===== src/rtl/mem_stage.sv =====
// MEM stage: holds one instruction, aligns load data for WB/ID, drops stale responses after a flush.
// Optional MEM_LWLR_EN: LWL/LWR produce partial-word data and byte-enable masks.
module mem_stage #(
  parameter int ES_TO_MS_BUS_WD = 132,
  parameter int MS_TO_WS_BUS_WD = 126,
  parameter int MS_TO_DS_BUS_WD = 42
) (
  input  logic                       clk,
  input  logic                       reset,
  output logic                       ms_allowin,
  input  logic                       es_to_ms_valid,
  input  logic [ES_TO_MS_BUS_WD-1:0] es_to_ms_bus,
  input  logic                       ws_allowin,
  output logic                       ms_to_ws_valid,
  output logic [MS_TO_WS_BUS_WD-1:0] ms_to_ws_bus,
  output logic [MS_TO_DS_BUS_WD-1:0] ms_to_ds_bus,
  output logic                       ms_ex_eret,
  input  logic                       flush,
  input  logic                       data_sram_data_ok,
  input  logic [31:0]                data_sram_rdata
);

  localparam logic [2:0] OP_LB   = 3'd1;
  localparam logic [2:0] OP_LBU  = 3'd2;
  localparam logic [2:0] OP_LH   = 3'd3;
  localparam logic [2:0] OP_LHU  = 3'd4;
`ifdef MEM_LWLR_EN
  localparam logic [2:0] OP_LWL  = 3'd5;
  localparam logic [2:0] OP_LWR  = 3'd6;
`endif
  localparam logic [2:0] OP_NONE = 3'd7;

  logic                       ms_valid;
  logic [ES_TO_MS_BUS_WD-1:0] bus_r;
  logic                       buf_valid;
  logic [31:0]                buf_data;
  logic [1:0]                 discard_cnt;

  logic [2:0]  load_op;
  logic [1:0]  lo_addr;
  logic        mem_req;
  logic        data_ok_drop;
  logic        data_ok_own;
  logic        ms_ready_go;
  logic        ms_handoff;
  logic [31:0] rdata_sel;
  logic [31:0] shifted;
  logic [31:0] load_result;
  logic [31:0] result_out;
  logic [3:0]  rf_we_out;
  logic [2:0]  discard_inc;
  logic [2:0]  discard_sum;
  logic [1:0]  discard_next;

  assign load_op = bus_r[131:129];
  assign lo_addr = bus_r[128:127];
  assign mem_req = bus_r[126];

  // Stale responses always take precedence over the current instruction.
  assign data_ok_drop = data_sram_data_ok && (discard_cnt != 2'd0);
  assign data_ok_own  = data_sram_data_ok && (discard_cnt == 2'd0) && ms_valid && mem_req && !buf_valid;

  assign ms_ready_go    = !mem_req || buf_valid || data_ok_own;
  assign ms_allowin     = !ms_valid || (ms_ready_go && ws_allowin);
  assign ms_to_ws_valid = ms_valid && ms_ready_go && !flush;
  assign ms_handoff     = ms_to_ws_valid && ws_allowin;

  assign rdata_sel = buf_valid ? buf_data : data_sram_rdata;
  assign shifted   = rdata_sel >> {lo_addr, 3'b000};

  always_comb begin
    load_result = rdata_sel;
    rf_we_out   = bus_r[72:69];
    case (load_op)
      OP_LB:  load_result = {{24{shifted[7]}}, shifted[7:0]};
      OP_LBU: load_result = {24'd0, shifted[7:0]};
      OP_LH:  load_result = {{16{shifted[15]}}, shifted[15:0]};
      OP_LHU: load_result = {16'd0, shifted[15:0]};
`ifdef MEM_LWLR_EN
      OP_LWL: begin
        case (lo_addr)
          2'd0:    begin rf_we_out = 4'b1000; load_result = rdata_sel << 24; end
          2'd1:    begin rf_we_out = 4'b1100; load_result = rdata_sel << 16; end
          2'd2:    begin rf_we_out = 4'b1110; load_result = rdata_sel << 8;  end
          default: begin rf_we_out = 4'b1111; load_result = rdata_sel;       end
        endcase
      end
      OP_LWR: begin
        case (lo_addr)
          2'd0:    begin rf_we_out = 4'b1111; load_result = rdata_sel;       end
          2'd1:    begin rf_we_out = 4'b0111; load_result = rdata_sel >> 8;  end
          2'd2:    begin rf_we_out = 4'b0011; load_result = rdata_sel >> 16; end
          default: begin rf_we_out = 4'b0001; load_result = rdata_sel >> 24; end
        endcase
      end
`endif
      default: ;
    endcase
    result_out = (load_op == OP_NONE) ? bus_r[63:32] : load_result;
  end

  // Every request in flight at flush time still owes one data_ok that must be swallowed.
  always_comb begin
    discard_inc = 3'd0;
    if (flush) begin
      if (ms_valid && mem_req && !buf_valid && !data_ok_own) discard_inc = discard_inc + 3'd1;
      if (es_to_ms_valid && es_to_ms_bus[126])               discard_inc = discard_inc + 3'd1;
    end
    discard_sum  = {1'b0, discard_cnt} - {2'b00, data_ok_drop} + discard_inc;
    discard_next = (discard_sum > 3'd3) ? 2'd3 : discard_sum[1:0];
  end

  always_ff @(posedge clk) begin
    if (reset) begin
      ms_valid    <= 1'b0;
      bus_r       <= '0;
      buf_valid   <= 1'b0;
      buf_data    <= 32'd0;
      discard_cnt <= 2'd0;
    end else begin
      discard_cnt <= discard_next;
      if (flush) begin
        ms_valid  <= 1'b0;
        buf_valid <= 1'b0;
      end else begin
        if (ms_allowin) ms_valid <= es_to_ms_valid;
        if (es_to_ms_valid && ms_allowin) bus_r <= es_to_ms_bus;
        if (ms_handoff) begin
          buf_valid <= 1'b0;
        end else if (data_ok_own && !ws_allowin) begin
          buf_valid <= 1'b1;
          buf_data  <= data_sram_rdata;
        end
      end
    end
  end

  assign ms_to_ws_bus = {bus_r[125:73], rf_we_out, bus_r[68:64], result_out, bus_r[31:0]};
  assign ms_to_ds_bus = {ms_valid && (load_op != OP_NONE) && !ms_ready_go,
                         {4{ms_valid}} & rf_we_out, bus_r[68:64], result_out};
  assign ms_ex_eret   = ms_valid && (bus_r[78] || bus_r[90]);

endmodule


===== config.mk =====
export PLATFORM = sky130hd
export DESIGN_NAME = mem_stage
export DESIGN_NICKNAME = d
export VERILOG_FILES = /design/src/rtl/mem_stage.sv
export SDC_FILE = /design/constraint.sdc
export NUM_CORES = 1
export LEC_CHECK = 0
export BUFFER_PORTS_ARGS = -buffer_cell sky130_fd_sc_hd__buf_4
export CAP_MARGIN = 40
export CORE_ASPECT_RATIO = 0.9
export CORE_MARGIN = 2
export CORE_UTILIZATION = 44
export CTS_CLUSTER_SIZE = 12
export DETAILED_ROUTE_END_ITERATION = 7
export PLACE_DENSITY = 0.77
export SETUP_SLACK_MARGIN = 0.15
export SLEW_MARGIN = 15
export SYNTH_ARGS = -nofsm -noshare
export SYNTH_HDL_FRONTEND = slang
export SYNTH_SLANG_ARGS = --single-unit

===== constraint.sdc =====
create_clock -name clk -period 2.35 [get_ports clk]
set_input_delay 0.1175 -clock clk [delete_from_list [all_inputs] [get_ports clk]]
set_output_delay 0.1175 -clock clk [all_outputs]
set_load 0.02 [all_outputs]

==> metrics.md <==
| Metric | Value |
|---|---|
| Largest net degree at the start of global routing | 74 |
| Post-synth EDFFs | 0 |
| P_sw | 0.00228 W |
| CTS Buffer Depth | 2 |
| Leakage | 5.57 nW |
| Initial Util | 0.450 |
| CTS tree | built |
| Final min period | 2.64 ns |
| DP Area | 10300 sq um |
| Final core utilization | 0.702 |
| CP Max Fanout | 6 |
| Flop pwr share | 0.386 |
| Final Hold Fails | 0 |
| Unique masters post-synth | 44 |
| Max-cap violations | 0 |
| Total Die Area | 20000 sq um |
| Critical R2R Launch | buf_valid$_SDFFE_PP0P_ |
| Core Area | 18500 sq um |
| TNS Setup | -12.60 ns |
| Synth top area share | 0.405 |
| Final worst slack | -0.294 ns |
| Slew margin rel. | 0.610 |
| Die Wd | 149 microns |
| Share of the yosys chip area belonging to registers | 0.405 |
| Syn Nets | 1261 |
| Unrepaired setup endpoints after global routing | yes |
| Fmax | 378 MHz |
| Largest area contributor in the netlist | dfxtp_1 |
| Post-synthesis instance total | 1086 |
| Top layer in use | met5 |
| P per Cell Area | 612 nW/um^2 |
| DRT met1 WL | 11000 microns |
| Status | finished with violations |
| Area grow syn2layout | 56.1% |
| Routed wirelength normalized by instance count | 17.0 microns |
| Post-synth top cells | nand2_1, dfxtp_1, a21oi_1, buf_4, clkbuf_1 |
| Layout cells sized above 1 | 0.329 |
| WL met3 | 2290 microns |
| Crit path required time | 2.23 ns |
| # rows | 47 |
| Nets | 1622 |
| Primary FF master, synth | dfxtp_1 |
| Worst Tran Pin Value | 0.585 ns |
| Clock latency at the later pin of the worst-skew pair | 0.43 ns |
| Critical Path AT | 2.53 ns |
| Metal2 WL | 14900 microns |
| GRT overflow | 0 |
| Cell area after layout | 13000 sq um |
| Synth warnings | 0 |
| HP Class | in2reg |
| Most common cell in the netlist | nand2_1 |
| Failing checks | setup timing |
| Pins Over Slew Limit | 0 |
| Critical Path Start Type | flip-flop |
| Comb pwr share | 0.242 |
| DRC errors left | 0 |
| Worst-path clk slew | 0.07 ns |
| Mapped Avg Cell Area | 7.65 sq um |
| Overall Power | 0.00793 W |
| Initial antenna violation count | 5 |
| Clock Skew | 0.0147 ns |
| Final setup vio count | 56 |
| Vias in the first global route | 8621 |
| Die Y | 134 microns |
| Sw frac | 0.288 |
| Non-filler cells, final | 1707 |
| Drt total wl | 29000 microns |
| Post-Place Cells | 1487 |
| First-pass GRT wire length | 43300 microns |
| Proportion of power drawn by the clock network | 0.372 |
| Antenna Violating Nets Remaining | 0 |
| Clock Root Buffer | clkbuf_16 |
| Hold path start | reset |
| IO Pins | 341 |
| Crit path launch | buf_valid$_SDFFE_PP0P_ |
| P_int | 0.00565 W |
| Via count | 8804 |
| Seq cells post-synth | 168 |
| Final Cycle Share | 1.12 |
| Critical Path Sink Type | output port |
| # port buffers | 340 |
| Synthesized area | 8310 sq um |
| Total track usage | 0.271 |
| First-pass DRT Iterations | 5 |
| Synth top area cells | dfxtp_1, nand2_1, buf_4, a21oi_1, mux2_2 |
| Maximum level of the CTS H-tree | 4 |
| Ys async rst share | 0 |
| Num CTS Buffers | 17 |
| Peak VDD IR | 0.411 mV |
| Vias/cell | 5.16 |
| GP Congestion | 0.863 |
| Clock Sink Count | 168 |
| Crit Path Category | reg2out |
| Starting DRT DRC Count | 553 |
| Post-DP HPWL | 17300 microns |
-- power by group through the flow --
| stage | logic (W) | registers (W) | clock network (W) |
|---|---|---|---|
| floorplan | 0.00103 | 0.00310 | 0 |
| global placement | 0.00151 | 0.00311 | 0 |
| detailed placement | 0.00154 | 0.00312 | 0 |
| CTS | 0.00184 | 0.00306 | 0.00301 |
| global route | 0.00204 | 0.00308 | 0.00311 |
| finish | 0.00192 | 0.00306 | 0.00295 |
-- state kept, by name, summed over array words and instances (netlist names) --
| register | count |
|---|---|
| ms_valid | 1 |
| discard_cnt | 2 |
| bus_r | 132 |
| buf_valid | 1 |
| buf_data | 32 |
-- cells in the final DEF, fill, tap and decap left out, drive strengths merged, types with 10 or more instances in the layout --
master,instances
mux2,25
a21oi,167
dlygate4sd3,167
buf,379
nand2,363
a31oi,24
clkbuf,21
nor2,38
inv,10
dfxtp,168
-- critical path, stage by stage (launching register included) --
cell and delay, ns:
dfxtp_4 0.35, buf_12 0.13, mux2_4 0.31, mux4_2 0.52, a22oi_2 0.20, buf_4 0.16
buf_12 0.13, a31oi_2 0.12, buf_4 0.20
-- cells by family (layout without fill, tap and decap cells) --
group | count (synthesis) | in the layout | synth area share
buffers and inverters | 213 | 586 | 0.159
flip-flops | 168 | 168 | 0.405
AO/OA/AOI/OAI | 230 | 231 | 0.156
XOR/XNOR | 1 | 1 | 0.00105
adder cells (fa/ha/maj) | 5 | 5 | 0.00844
multiplexers | 42 | 42 | 0.0684
other | 0 | 2 | 0
AND/OR/NAND/NOR | 427 | 427 | 0.202
-- final timing paths --
kind	slack, ns	depth (start not counted)	endpoint
worst max-delay path	-0.29	8	ms_to_ds_bus[22]
worst min-delay path	0.20	2	bus_r[70]$_SDFFE_PP0P_
worst max register to register	-0.23	13	discard_cnt[1]$_SDFF_PP0_
worst min register to register	0.45	2	buf_data[7]$_SDFFE_PP0P_
-- stage by stage --
stage          worst slack (ns)  hold slack, ns
2_1_floorplan            0.0752           0.190
3_3_place_gp             0.0580           0.342
3_5_place_dp             0.0455           0.340
4_1_cts                  -0.328           0.161
5_1_grt                  -0.395           0.192
6_report                 -0.294           0.195
-- what timing repair did --
item,in CTS,in global routing
gates cloned,1,3
hold buffers,167,0
hold endpoints to repair,166,0
pin swaps,9,10
setup endpoints to repair,66,95
setup buffers,5,10
gates resized for setup,29,23
-- per-layer routing --
layer,vias up,global-route usage
met5,-,0
met4,6,0.0979
met3,75,0.0827
met2,440,0.489
met1,4106,0.301
li1,4177,-
-- area by class of cell --
cell class	count	area (sq um)
Inverter	5	18.8
Fill cell	1368	5500
Sequential cell	168	3370
Clock inverter	14	186
Multi-Input combinational cell	706	3860
Antenna cell	2	5.00
Clock buffer	18	429
Timing Repair Buffer	549	4800
Tap cell	245	307
Note: power is estimated with default switching activity, not from simulation.
